<file path="config.mk">
export PLATFORM = sky130hd
export DESIGN_NAME = hazard_ctrl_unit
export DESIGN_NICKNAME = d
export VERILOG_FILES = /design/src/rtl/hazard_ctrl_unit.sv
export SDC_FILE = /design/constraint.sdc
export NUM_CORES = 1
export LEC_CHECK = 0
export ABC_AREA = 1
export CAP_MARGIN = 20
export CORE_UTILIZATION = 50
export DETAILED_ROUTE_END_ITERATION = 10
export PLACE_DENSITY = 0.87
export SLEW_MARGIN = 0
export SYNTH_ARGS = -nofsm -noshare
export SYNTH_HDL_FRONTEND = slang
export SYNTH_SLANG_ARGS = --single-unit
</file>
<file path="constraint.sdc">
create_clock -name clk -period 6.1 [get_ports clk]
set_input_delay 1.525 -clock clk [delete_from_list [all_inputs] [get_ports clk]]
set_output_delay 1.525 -clock clk [all_outputs]
set_load 0.005 [all_outputs]
</file>
<file path="src/rtl/hazard_ctrl_unit.sv">
// rtl/hazard_ctrl_unit.sv - pipeline hazard controller: load-use and multi-cycle stalls, branch flush, forwarding
// Perf counters saturate at all-ones; all control outputs are combinational from state and inputs.
module hazard_ctrl_unit #(
  parameter int REG_AW       = 5,
  parameter int MC_LAT       = 4,
  parameter int FLUSH_STAGES = 2,
  parameter int CNT_W        = 16
) (
  input  logic              clk,
  input  logic              rst,
  input  logic [REG_AW-1:0] rs1_IFID,
  input  logic [REG_AW-1:0] rs2_IFID,
  input  logic [REG_AW-1:0] rs1_IDEX,
  input  logic [REG_AW-1:0] rs2_IDEX,
  input  logic [REG_AW-1:0] rd_IDEX,
  input  logic              memRead_IDEX,
  input  logic              mc_op_IDEX,
  input  logic [REG_AW-1:0] rd_EXMEM,
  input  logic              RegWrite_EXMEM,
  input  logic [REG_AW-1:0] rd_MEMWB,
  input  logic              RegWrite_MEMWB,
  input  logic              branch_taken,
  output logic              PCWrite,
  output logic              Write_IFID,
  output logic              control_mux_sel,
  output logic              hold_IDEX,
  output logic              bubble_EXMEM,
  output logic              flush_IFID,
  output logic              flush_IDEX,
  output logic              flush_EXMEM,
  output logic [1:0]        ForwardA,
  output logic [1:0]        ForwardB,
  output logic              mc_busy,
  output logic [CNT_W-1:0]  stall_cnt,
  output logic [CNT_W-1:0]  flush_cnt
);

  localparam int MC_CW = (MC_LAT > 2) ? $clog2(MC_LAT - 1) : 1;
  localparam logic [MC_CW-1:0] MC_LOAD = MC_CW'(MC_LAT - 2);
  localparam logic [0:0] ST_RUN     = 1'b0;
  localparam logic [0:0] ST_MC_BUSY = 1'b1;

  logic [0:0]       state_q, state_d;
  logic [MC_CW-1:0] mc_cnt_q, mc_cnt_d;
  logic [CNT_W-1:0] stall_cnt_q, stall_cnt_d;
  logic [CNT_W-1:0] flush_cnt_q, flush_cnt_d;
  logic             load_use_hit;
  logic             mc_stall;

  assign load_use_hit = memRead_IDEX && (rd_IDEX != '0) &&
                        ((rd_IDEX == rs1_IFID) || (rd_IDEX == rs2_IFID));

  always_comb begin
    state_d         = state_q;
    mc_cnt_d        = mc_cnt_q;
    mc_stall        = 1'b0;
    PCWrite         = 1'b1;
    Write_IFID      = 1'b1;
    control_mux_sel = 1'b0;
    hold_IDEX       = 1'b0;
    bubble_EXMEM    = 1'b0;
    flush_IFID      = 1'b0;
    flush_IDEX      = 1'b0;
    flush_EXMEM     = 1'b0;
    if (rst) begin
      state_d  = ST_RUN;
      mc_cnt_d = '0;
    end else if (branch_taken) begin
      // A taken branch aborts any in-flight multi-cycle op.
      flush_IFID  = 1'b1;
      flush_IDEX  = 1'b1;
      flush_EXMEM = (FLUSH_STAGES == 3);
      state_d     = ST_RUN;
      mc_cnt_d    = '0;
    end else if (state_q == ST_RUN) begin
      if (mc_op_IDEX) begin
        mc_stall = 1'b1;
        mc_cnt_d = MC_LOAD;
        state_d  = ST_MC_BUSY;
      end else if (load_use_hit) begin
        PCWrite         = 1'b0;
        Write_IFID      = 1'b0;
        control_mux_sel = 1'b1;
      end
    end else if (mc_cnt_q != '0) begin
      mc_stall = 1'b1;
      mc_cnt_d = mc_cnt_q - MC_CW'(1);
    end else begin
      // Last EX cycle of the op: mc_op_IDEX still refers to it, so it is not re-armed.
      state_d = ST_RUN;
    end
    if (mc_stall) begin
      PCWrite      = 1'b0;
      Write_IFID   = 1'b0;
      hold_IDEX    = 1'b1;
      bubble_EXMEM = 1'b1;
    end
  end

  always_comb begin
    ForwardA = 2'b00;
    ForwardB = 2'b00;
    if (!rst) begin
      if (RegWrite_EXMEM && (rd_EXMEM != '0) && (rd_EXMEM == rs1_IDEX))
        ForwardA = 2'b10;
      else if (RegWrite_MEMWB && (rd_MEMWB != '0) && (rd_MEMWB == rs1_IDEX))
        ForwardA = 2'b01;
      if (RegWrite_EXMEM && (rd_EXMEM != '0) && (rd_EXMEM == rs2_IDEX))
        ForwardB = 2'b10;
      else if (RegWrite_MEMWB && (rd_MEMWB != '0) && (rd_MEMWB == rs2_IDEX))
        ForwardB = 2'b01;
    end
  end

  always_comb begin
    stall_cnt_d = stall_cnt_q;
    flush_cnt_d = flush_cnt_q;
    if (!rst && !PCWrite && (stall_cnt_q != '1))
      stall_cnt_d = stall_cnt_q + CNT_W'(1);
    if (!rst && branch_taken && (flush_cnt_q != '1))
      flush_cnt_d = flush_cnt_q + CNT_W'(1);
  end

  always_ff @(posedge clk) begin
    if (rst) begin
      state_q     <= ST_RUN;
      mc_cnt_q    <= '0;
      stall_cnt_q <= '0;
      flush_cnt_q <= '0;
    end else begin
      state_q     <= state_d;
      mc_cnt_q    <= mc_cnt_d;
      stall_cnt_q <= stall_cnt_d;
      flush_cnt_q <= flush_cnt_d;
    end
  end

  assign mc_busy   = !rst && (state_q == ST_MC_BUSY);
  assign stall_cnt = stall_cnt_q;
  assign flush_cnt = flush_cnt_q;

endmodule

</file>
## Yosys cells after proc, flatten, opt, wreduce, memory -nomap -nowiden

Cells that the tools add are included.

| operators by class | value |
|---|---|
| equal/unequal tests | 9 |
| reduce and logical (&&, ||, !) cells | 23 |
| add/subtract/negate cells | 3 |
| muxes and demuxes | 28 |

Operators by type and width:

| cell | count |
|---|---|
| adder 16 x 1 -> 16 bit, second input constant | 2 |
| != test 16 bit, second input constant | 2 |
| equality test 5 bit | 6 |
| two-way mux 1 bit | 21 |
| nonzero test 5 bit | 3 |
| two-way mux 2 bit | 7 |
| logical AND 1 bit | 13 |
| nonzero test 2 bit | 2 |
| zero test 1 bit | 2 |
| != test 2 x 1 -> 1 bit, second input constant | 1 |
| AND reduction 2 bit | 1 |
| OR reduction 2 bit | 1 |
| subtractor 2 x 1 -> 2 bit, second input constant | 1 |
| logical OR 1 bit | 1 |

| word-level totals | value |
|---|---|
| bits in registers | 35 |
| input port bits | 42 |

## Longest topological paths before layout

Gate-level depths: netlist of the first run.

| depth | value |
|---|---|
| depth after elaboration | 12 |
| mapped depth | 12 |

## Worst setup path before layout of the first run

OpenSTA, ideal clock, no wires.

| path | value |
|---|---|
| path type | input-to-output |
| start point | input rst |
| end point | output Write_IFID |
| stages on the path | 9 |
| data required time | 4.575 ns |
| arrival time | 2.518 ns |
| buffers on the path | 3 |
| setup slack | 2.057 ns |
| path through | buf_6 -> nor2_4 -> nand4_1 -> a31oi_1 -> nand2_1 -> nand2_4 -> buf_6 -> inv_1 -> buf_4 |

| on the way | value |
|---|---|
| cells in the longest elaborated chain, start to end | 2 |

Ends and longest elaborated chain:

| element | RTL line | source |
|---|---|---|
| start: declaration | 10 | `input logic rst,` |
| two-way mux 1 bit, on equally long branches | -- |  |
| two-way mux 1 bit (*) | -- |  |
| end: declaration | 24 | `output logic Write_IFID,` |

Every way passes the cells marked *; elsewhere a longest branch is shown, timed or not.

## Worst setup path after layout of the first run

| path | value |
|---|---|
| start point | input rd_IDEX[1] |
| end point | output PCWrite |

| on the way | value |
|---|---|
| cells in the longest elaborated chain, start to end | 9 |

Ends and longest elaborated chain:

| element | RTL line | source |
|---|---|---|
| start: declaration | 15 | `input logic [REG_AW-1:0] rd_IDEX,` |
| equality test 5 bit / nonzero test 5 bit (equally long branches) | 51, 50 |  |
| logical OR 1 bit / logical AND 1 bit (equally long branches) | 51, 50 |  |
| logical AND 1 bit (*) | 50 | `assign load_use_hit = memRead_IDEX && (rd_IDEX != '0) &&` |
| two-way mux 1 bit (*) | 80 | `end else if (load_use_hit) begin` |
| two-way mux 1 bit (*) | 76 | `if (mc_op_IDEX) begin` |
| two-way mux 1 bit (*) | 75 | `end else if (state_q == ST_RUN) begin` |
| two-way mux 1 bit (*) | 68 | `end else if (branch_taken) begin` |
| two-way mux 1 bit (*) | 65 | `if (rst) begin` |
| two-way mux 1 bit (*) | 92 | `if (mc_stall) begin` |
| end: declaration | 23 | `output logic PCWrite,` |

Marked as above.

==> out/results.ini, run 1 <==
[floorplanning]
ios=87
core-area_um2=4820
die-area_um2=5400
num_rows=25
start_util_pct=53.1
die_y_um=73.5
die_x_um=73.5

[synth]
yosysTopAreaCell=dfxtp_1
synth_area_leaders=dfxtp_1 (27%), nand2_1 (15%), xnor2_1 (7.2%), xor2_1 (7.2%), nand3_1 (7.0%)
synth_nets=432
seq_area_frac_synth_pct=27.4
yosys_register_bits=35
synth_area_um2=2560
synth_cells=387
yosysTopAreaCellShare_pct=27.4
ys_warn_count=0
synth.distinct_cells=32
syn_area_per_cell_um2=6.61

[setup_path]
worstRegToRegCells=12
r2r-start=flush_cnt[0]
crit_chain=clkdlybuf4s50_1 -> inv_1 -> nand2_1 -> nand2_1 -> nor2_1 -> nand3_1 -> nand2_1 -> nand2_1 -> nand2_4 -> inv_1 -> clkdlybuf4s50_1
cp.arrival_ps=3360
crit_buf_inv=4
r2r-end=flush_cnt[5]
worst_ep_required_time_ps=4580
slowest_delay_ps=530
reg2reg_slack_ps=4070
crit_type=in2out
worst_setup_path_end_kind=primary output
cp_max_fo=18
cpMostUsedCell=nand2_1
crit_family=buffers and inverters
slowest_stage=clkdlybuf4s50_1
cp-start-kind=input port

[clocking]
cts_setup_buffers=0
insertion_delay_ps=290
cts_max_path_buffers=2
cts-htree-levels=2
cts_buffers=5
cts_tree=yes
post_cts_resized=0
path_clk_slew_ps=70
postCtsHoldBufs=0
clockRootBuffer=clkbuf_8
clock_sinks=35

[timing]
fin_tns_setup_ps=0
timing.fmax_ghz=0.205
setup_slack_ps=1210
min_period_over_period_pct=80.2
setup-violations-final=0
rsz0062_at_grt=false
finClkSkew_ps=6.10
final_hold_viol_count=0
fin_hold_ws_ps=455
period_needed_ps=4890
maxSlewViolCount=0

[power_and_ir_drop]
power.total_mw=0.525
power.leakage_nw=1.38
peakVddDrop_v=0.000141
power.density_nw_per_um2=150

[place]
port_buffers=85
gp_congestion=0.949
dp_hpwl_mm=4.93
pre_cts_slack_ps=1220

[finish]
diodes=0
num-nets-final=512
area_delta_synth_final_pct=36.6
fin_util_pct=72.5
drive_gt1_share_pct=6.00

[detailed_routing]
drtAntennaViolNets=0
vias=2694
drt_pass1_iterations=4
drt_iter0_markers=127
wirelength_mm=6.41
drc=0
vias_per_cell=5.04
wl_per_cell_um=12.0

[min_path]
hold_class=reg2reg
holdPathEnd=mc_cnt_q[0]
hold-path-cell-count=1
min-delay-start=mc_cnt_q[0]

[status]
status=completed

[grt]
antenna_found_initial=0
grt_pass1_wl_mm=10.7
grt_pass1_vias=2523
grtUsageTotal_pct=25.2
grt_max_degree=34
grt-ovfl-total=0

[job]
timing.max_cap.violations=0

cells by family (layout without fill, tap and decap cells):
kind of cell | Yosys count | count (layout) | share of synthesized area (%)
AOI/OAI and AO/OA | 37 | 37 | 7.54
xor gates and xnor gates | 42 | 42 | 14.4
adders and majority gates | 3 | 3 | 1.47
buffers and inverters | 60 | 140 | 11.2
DFF | 35 | 35 | 27.4
other | 1 | 1 | 0.147
and+or+nand+nor | 209 | 209 | 37.9
stage by stage:
step                instances  cell area [um2]
floorplan                 387             2560
global placement          527             3390
detailed placement        527             3390
CTS                       534             3490
global route              534             3490
finish                    534             3490
state kept, by name (all words and copies together), names as in the netlist:
signal and flops:
flush_cnt 16, state_q 1, stall_cnt 16, mc_cnt_q 2
placed cells by master (no fill, tap or decap):
master,n
conb_1,1
clkdlybuf4s50_1,85
o41ai_1,1
nand3b_4,1
nor2_4,5
nand3_1,36
dfxtp_1,35
a21oi_1,26
nor3_2,1
inv_2,4
or2_2,3
bufinv_16,1
a31oi_1,1
clkbuf_1,1
xnor2_1,21
nand4_1,6
nor4_1,5
nor3_1,4
ha_1,3
nand2_8,1
nand2_2,3
o21ai_0,7
nor2_2,2
nor2_1,37
nand2_4,1
o21ai_1,1
nand2_1,103
and3_1,1
clkbuf_8,5
o21bai_1,1
xor2_1,21
inv_1,43
buf_4,1
where the power goes:
part | leakage, nW | internal [mW] | switching [mW]
Clock | 0.0513 | 0.120 | 0.0832
Sequential | 0.283 | 0.230 | 0.00184
Combinational | 1.05 | 0.0465 | 0.0428
Total | 1.38 | 0.397 | 0.128
per-layer routing:
| layer | wire length (um) | track usage [%] |
|---|---|---|
| met1 | 2720 | 29.2 |
| met2 | 3180 | 43.9 |
| met3 | 404 | 6.58 |
| met4 | 98 | 10.3 |
| met5 | 0 | 0 |
how the worst max path moves through the flow:
stage | start | to | slack [ps] | cells past startpoint
floorplan | rst | Write_IFID | 2060 | 9
global placement | rd_IDEX[1] | PCWrite | 1270 | 11
detailed placement | rd_IDEX[1] | PCWrite | 1220 | 11
CTS | rd_IDEX[1] | PCWrite | 1220 | 11
global route | rd_IDEX[1] | PCWrite | 1090 | 11
finish | rd_IDEX[1] | PCWrite | 1210 | 11
cell usage after synthesis, drive strengths merged:
library cell	count
or2	3
and3	1
nor4	5
nand4	6
buf	10
a31oi	1
conb	1
inv	47
o21bai	1
nor3	5
clkbuf	3
nand3b	1
nand2	108
o21ai	8
xor2	21
dfxtp	35
xnor2	21
nand3	36
nor2	44
a21oi	26
o41ai	1
ha	3
area by class of cell:
| class | count | area [um2] |
|---|---|---|
| inverter | 47 | 176 |
| clock inverter | 1 | 30.0 |
| fill | 406 | 1330 |
| sequential | 35 | 701 |
| tap | 67 | 83.8 |
| clock buffer | 6 | 72.6 |
| multi-input combinational | 292 | 1570 |
| timing repair buffer | 86 | 858 |
No activity file was read; power rests on OpenSTA's default activity.
==> inputs of run 2 (changes only) <==
- CORE_UTILIZATION: 50 -> 46
- PLACE_DENSITY: 0.87 -> 0.81
- clock period: 6.1 -> 4.5 ns (I/O delays scaled with it)
==> run 2 against run 1 <==
Effect of this change: largest power group unchanged; wire length rose by 4.1%; final area barely moved; hold slack better by 2.9 ps; highest routed layer unchanged; critical path type unchanged; count of clock-buffer cells in the layout grew 2; setup slack got worse by 800 ps.
==> out/results.ini, run 2 (synthesis results as in run 1) <==
[floorplanning]
start_util_pct=48.8
core-area_um2=5240
die_x_um=76.5
num_rows=26
die-area_um2=5860
ios=87
die_y_um=76.5

[detailed_routing]
vias_per_cell=5.16
drtAntennaViolNets=0
vias=2777
wirelength_mm=6.67
wl_per_cell_um=12.4
drt_pass1_iterations=4
drc=0
drt_iter0_markers=160

[clocking]
cts_tree=yes
clock_sinks=35
insertion_delay_ps=290
post_cts_resized=0
postCtsHoldBufs=0
cts_setup_buffers=0
cts_buffers=5
cts-htree-levels=2
clockRootBuffer=clkbuf_8
cts_max_path_buffers=2
path_clk_slew_ps=70

[timing]
fin_tns_setup_ps=0
min_period_over_period_pct=90.9
final_hold_viol_count=0
period_needed_ps=4090
timing.fmax_ghz=0.245
setup_slack_ps=411
rsz0062_at_grt=false
setup-violations-final=0
finClkSkew_ps=4.16
maxSlewViolCount=0

[setup_path]
worst_setup_path_end_kind=primary output
worstRegToRegCells=12
slowest_delay_ps=550
cpMostUsedCell=nand2_1
crit_chain=clkdlybuf4s50_1 -> inv_1 -> nand2_1 -> nand2_1 -> nor2_1 -> nand3_1 -> nand2_1 -> nand2_1 -> nand2_4 -> inv_1 -> clkdlybuf4s50_1
crit_buf_inv=4
path_depth=11
crit_family=buffers and inverters
crit_type=in2out
slowest_stage=clkdlybuf4s50_1
cp.arrival_ps=2960
cp-start-kind=input port
crit_end=PCWrite
crit_start=rd_IDEX[0]
reg2reg_slack_ps=2430
cp_max_fo=18
r2r-end=flush_cnt[2]
r2r-start=flush_cnt[0]
worst_ep_required_time_ps=3380

[place]
gp_congestion=0.816
port_buffers=85
dp.cells=530
dp_hpwl_mm=4.96
pre_cts_slack_ps=428

[finish]
diodes=0
fin_util_pct=66.7
num-nets-final=512
fillers=466
drive_gt1_share_pct=6.20
mostFrequentLayoutCell=nand2_1
fin_cells=538
layout_common_cells=nand2_1 (103), clkdlybuf4s50_1 (85), inv_1 (43)
area_delta_synth_final_pct=36.7

[min_path]
min-delay-start=mc_cnt_q[0]
hold_class=reg2reg

[grt]
grt-ovfl-total=0
grt_max_degree=33
grtUsageTotal_pct=23.4
grt_pass1_vias=2605
grt_pass1_wl_mm=11.2
antenna_found_initial=0

[power_and_ir_drop]
power.leakage_nw=1.38
seqPwrFrac_pct=45.3
p_switching_mw=0.180
power.total_mw=0.695
sw_frac_of_total_pct=25.9
p_int_mw=0.515
power.density_nw_per_um2=199
clkPwrFrac_pct=37.3
combPwrFrac_pct=17.4
peakVddDrop_v=0.000129

[job]
timing.max_cap.violations=0

[status]
status=completed

run 2: through the flow:
stage	instance area [um2]	hold WS (ps)
after global placement	3390	435
after detailed placement	3390	452
after floorplan	2560	422
after global routing	3490	487
final	3490	458
after CTS	3490	463
run 2: routing by layer:
layer	part of all wire [%]	up-vias	GRT usage, %
met5	0	-	0
met3	6.0	14	5.63
li1	-	1377	-
met2	51	98	43.9
met4	1.8	0	7.69
met1	42	1288	25.5
run 2: cell type report:
cell class,instances,area (um2),share of cell area [%]
multi-input cells,292,1570,44.9
repair buffers,86,858,24.6
flip-flops and latches,35,701,20.1
inverters,47,176,5.05
clock buffers,8,100,2.87
well taps,70,87.6,2.51
run 2: how the worst min path moves through the flow:
stage                        endpoint  slack, ps  cells past startpoint
after global routing      mc_cnt_q[0]        490                      1
after CTS                 mc_cnt_q[0]        460                      1
after floorplan           mc_cnt_q[0]        420                      1
final                     mc_cnt_q[0]        460                      1
after global placement    mc_cnt_q[0]        430                      1
after detailed placement  mc_cnt_q[0]        450                      1
run 2: power by group through the flow:
stage,Sequential (mW),Clock (mW),Combinational (mW)
after CTS,0.315,0.265,0.121
after global routing,0.315,0.276,0.132
after floorplan,0.322,0,0.0607
after global placement,0.322,0,0.118
after detailed placement,0.322,0,0.121
final,0.315,0.259,0.121
==> inputs of run 3 (changes only) <==
- CORE_UTILIZATION: 46 -> 64
- DONT_BUFFER_PORTS: unset -> 1
- PLACE_DENSITY: 0.81 -> unset
- PLACE_DENSITY_LB_ADDON: unset -> 0.12
==> run 3 against run 2 <==
Effect of this change: register-to-register slack improved by 50 ps; largest power group is now clock; cell count decreased by 20%; wire length decreased by 17%; global-route usage increased by 4.8 points; utilization increased by 3.9 points; critical path depth decreased by 5; sequential cell count unchanged; combinational power decreased by 52%; first-iteration DRC count increased by 29%; clock skew increased by 2.8 ps; count of clock-buffer cells in the layout decreased by 3.
==> out/results.ini, run 3 (synthesis results as in run 1) <==
[floorplanning]
num_rows=22
start_util_pct=68.3
ios=87
die-area_um2=4250
die_x_um=65.2
die_y_um=65.2
core-area_um2=3740

[min_path]
hold_class=reg2reg

[clocking]
cts_tree=yes
cts-htree-levels=2
post_cts_resized=0
postCtsHoldBufs=0
clock_sinks=35
cts_buffers=5
clockRootBuffer=clkbuf_8
cts_max_path_buffers=2
path_clk_slew_ps=70
cts_setup_buffers=0
insertion_delay_ps=290

[grt]
grt_pass1_wl_mm=9.42
grt-ovfl-total=0
antenna_found_initial=0
grt_max_degree=35
grt_pass1_vias=2278
grtUsageTotal_pct=28.2

[job]
timing.max_cap.violations=0

[detailed_routing]
wl_met2_mm=2.72
drt_iter0_markers=207
vias=2381
drt_pass1_iterations=4
vias_per_cell=5.54
drtAntennaViolNets=0
wirelength_mm=5.57
drc=0
top_layer=met4
wl_per_cell_um=13.0
dr_wl_met3_um=512
met1_length_mm=2.24

[setup_path]
slowest_stage=nand2_4
cp_max_fo=34
worst_setup_path_end_kind=primary output
cp-start-kind=input port
slowest_delay_ps=220
crit_family=simple AND/OR/NAND/NOR gates
crit_type=in2out
crit_chain=nor2_4 -> nand4_1 -> a31oi_1 -> nand2_1 -> nand2_4 -> inv_1
cp.arrival_ps=1940
worst_ep_required_time_ps=3380
crit_buf_inv=1

[status]
status=completed

[timing]
final_hold_viol_count=0
maxSlewViolCount=0
min_period_over_period_pct=68.1
timing.fmax_ghz=0.326
setup-violations-final=0
finClkSkew_ps=6.96
period_needed_ps=3070
fin_tns_setup_ps=0
rsz0062_at_grt=false

[finish]
layout_common_cells=nand2_1 (103), inv_1 (43), nor2_1 (37)
num-nets-final=426
fin_util_pct=70.6
area_delta_synth_final_pct=3.43
diodes=0
mostFrequentLayoutCell=nand2_1
fillers=337
drive_gt1_share_pct=7.59

[power_and_ir_drop]
power.leakage_nw=1.08
peakVddDrop_v=0.000182
power.total_mw=0.719
power.density_nw_per_um2=272

[place]
gp_congestion=0.873
port_buffers=0
dp_hpwl_mm=4.14

-- run 3: cell count changes in the layout (fill, tap and decap cells not counted), sizes merged --
cell / previous run / this run
clkdlybuf4s50: 85 / 0
clkbuf: 8 / 5
buf: 1 / 0
clkinvlp: 0 / 1
bufinv: 0 / 2
-- run 3: final cells by class --
class / count / area, um2 / share of cell area (%)
clock buffers: 5 / 68.8 / 2.60
flip-flops and latches: 35 / 701 / 26.5
clock inverters: 3 / 67.6 / 2.56
inverters: 47 / 176 / 6.67
multi-input cells: 292 / 1570 / 59.4
well taps: 48 / 60.1 / 2.27
-- run 3: report_power, final --
group / leakage, nW / total (mW) / switching [mW] / internal, mW
Clock: 0.0644 / 0.345 / 0.124 / 0.221
Sequential: 0.283 / 0.315 / 0.00279 / 0.312
Combinational: 0.729 / 0.0585 / 0.0343 / 0.0241
-- run 3: worst paths after layout --
check          startpoint           end  slack [ps]  depth (start not counted)
max reg2reg  flush_cnt[1]  flush_cnt[5]        2480                         12
min           mc_cnt_q[0]   mc_cnt_q[0]         460                          1
min reg2reg   mc_cnt_q[0]   mc_cnt_q[0]         460                          1
max                   rst    Write_IFID        1430                          6
-- run 3: metrics by stage --
step | hold WS (ps) | setup WS [ps] | area, um2 | std cells
after CTS | 459 | 1420 | 2640 | 430
after global routing | 485 | 1270 | 2640 | 430
after detailed placement | 448 | 1420 | 2510 | 422
after floorplan | 422 | 1260 | 2560 | 387
final | 464 | 1430 | 2640 | 430
after global placement | 444 | 1420 | 2510 | 422
-- run 3: per-layer routing --
metal | track usage, % | up-vias
met3 | 6.25 | 11
met4 | 12.0 | 0
li1 | - | 1209
met1 | 30.9 | 1059
met2 | 51.5 | 102
met5 | 0 | -
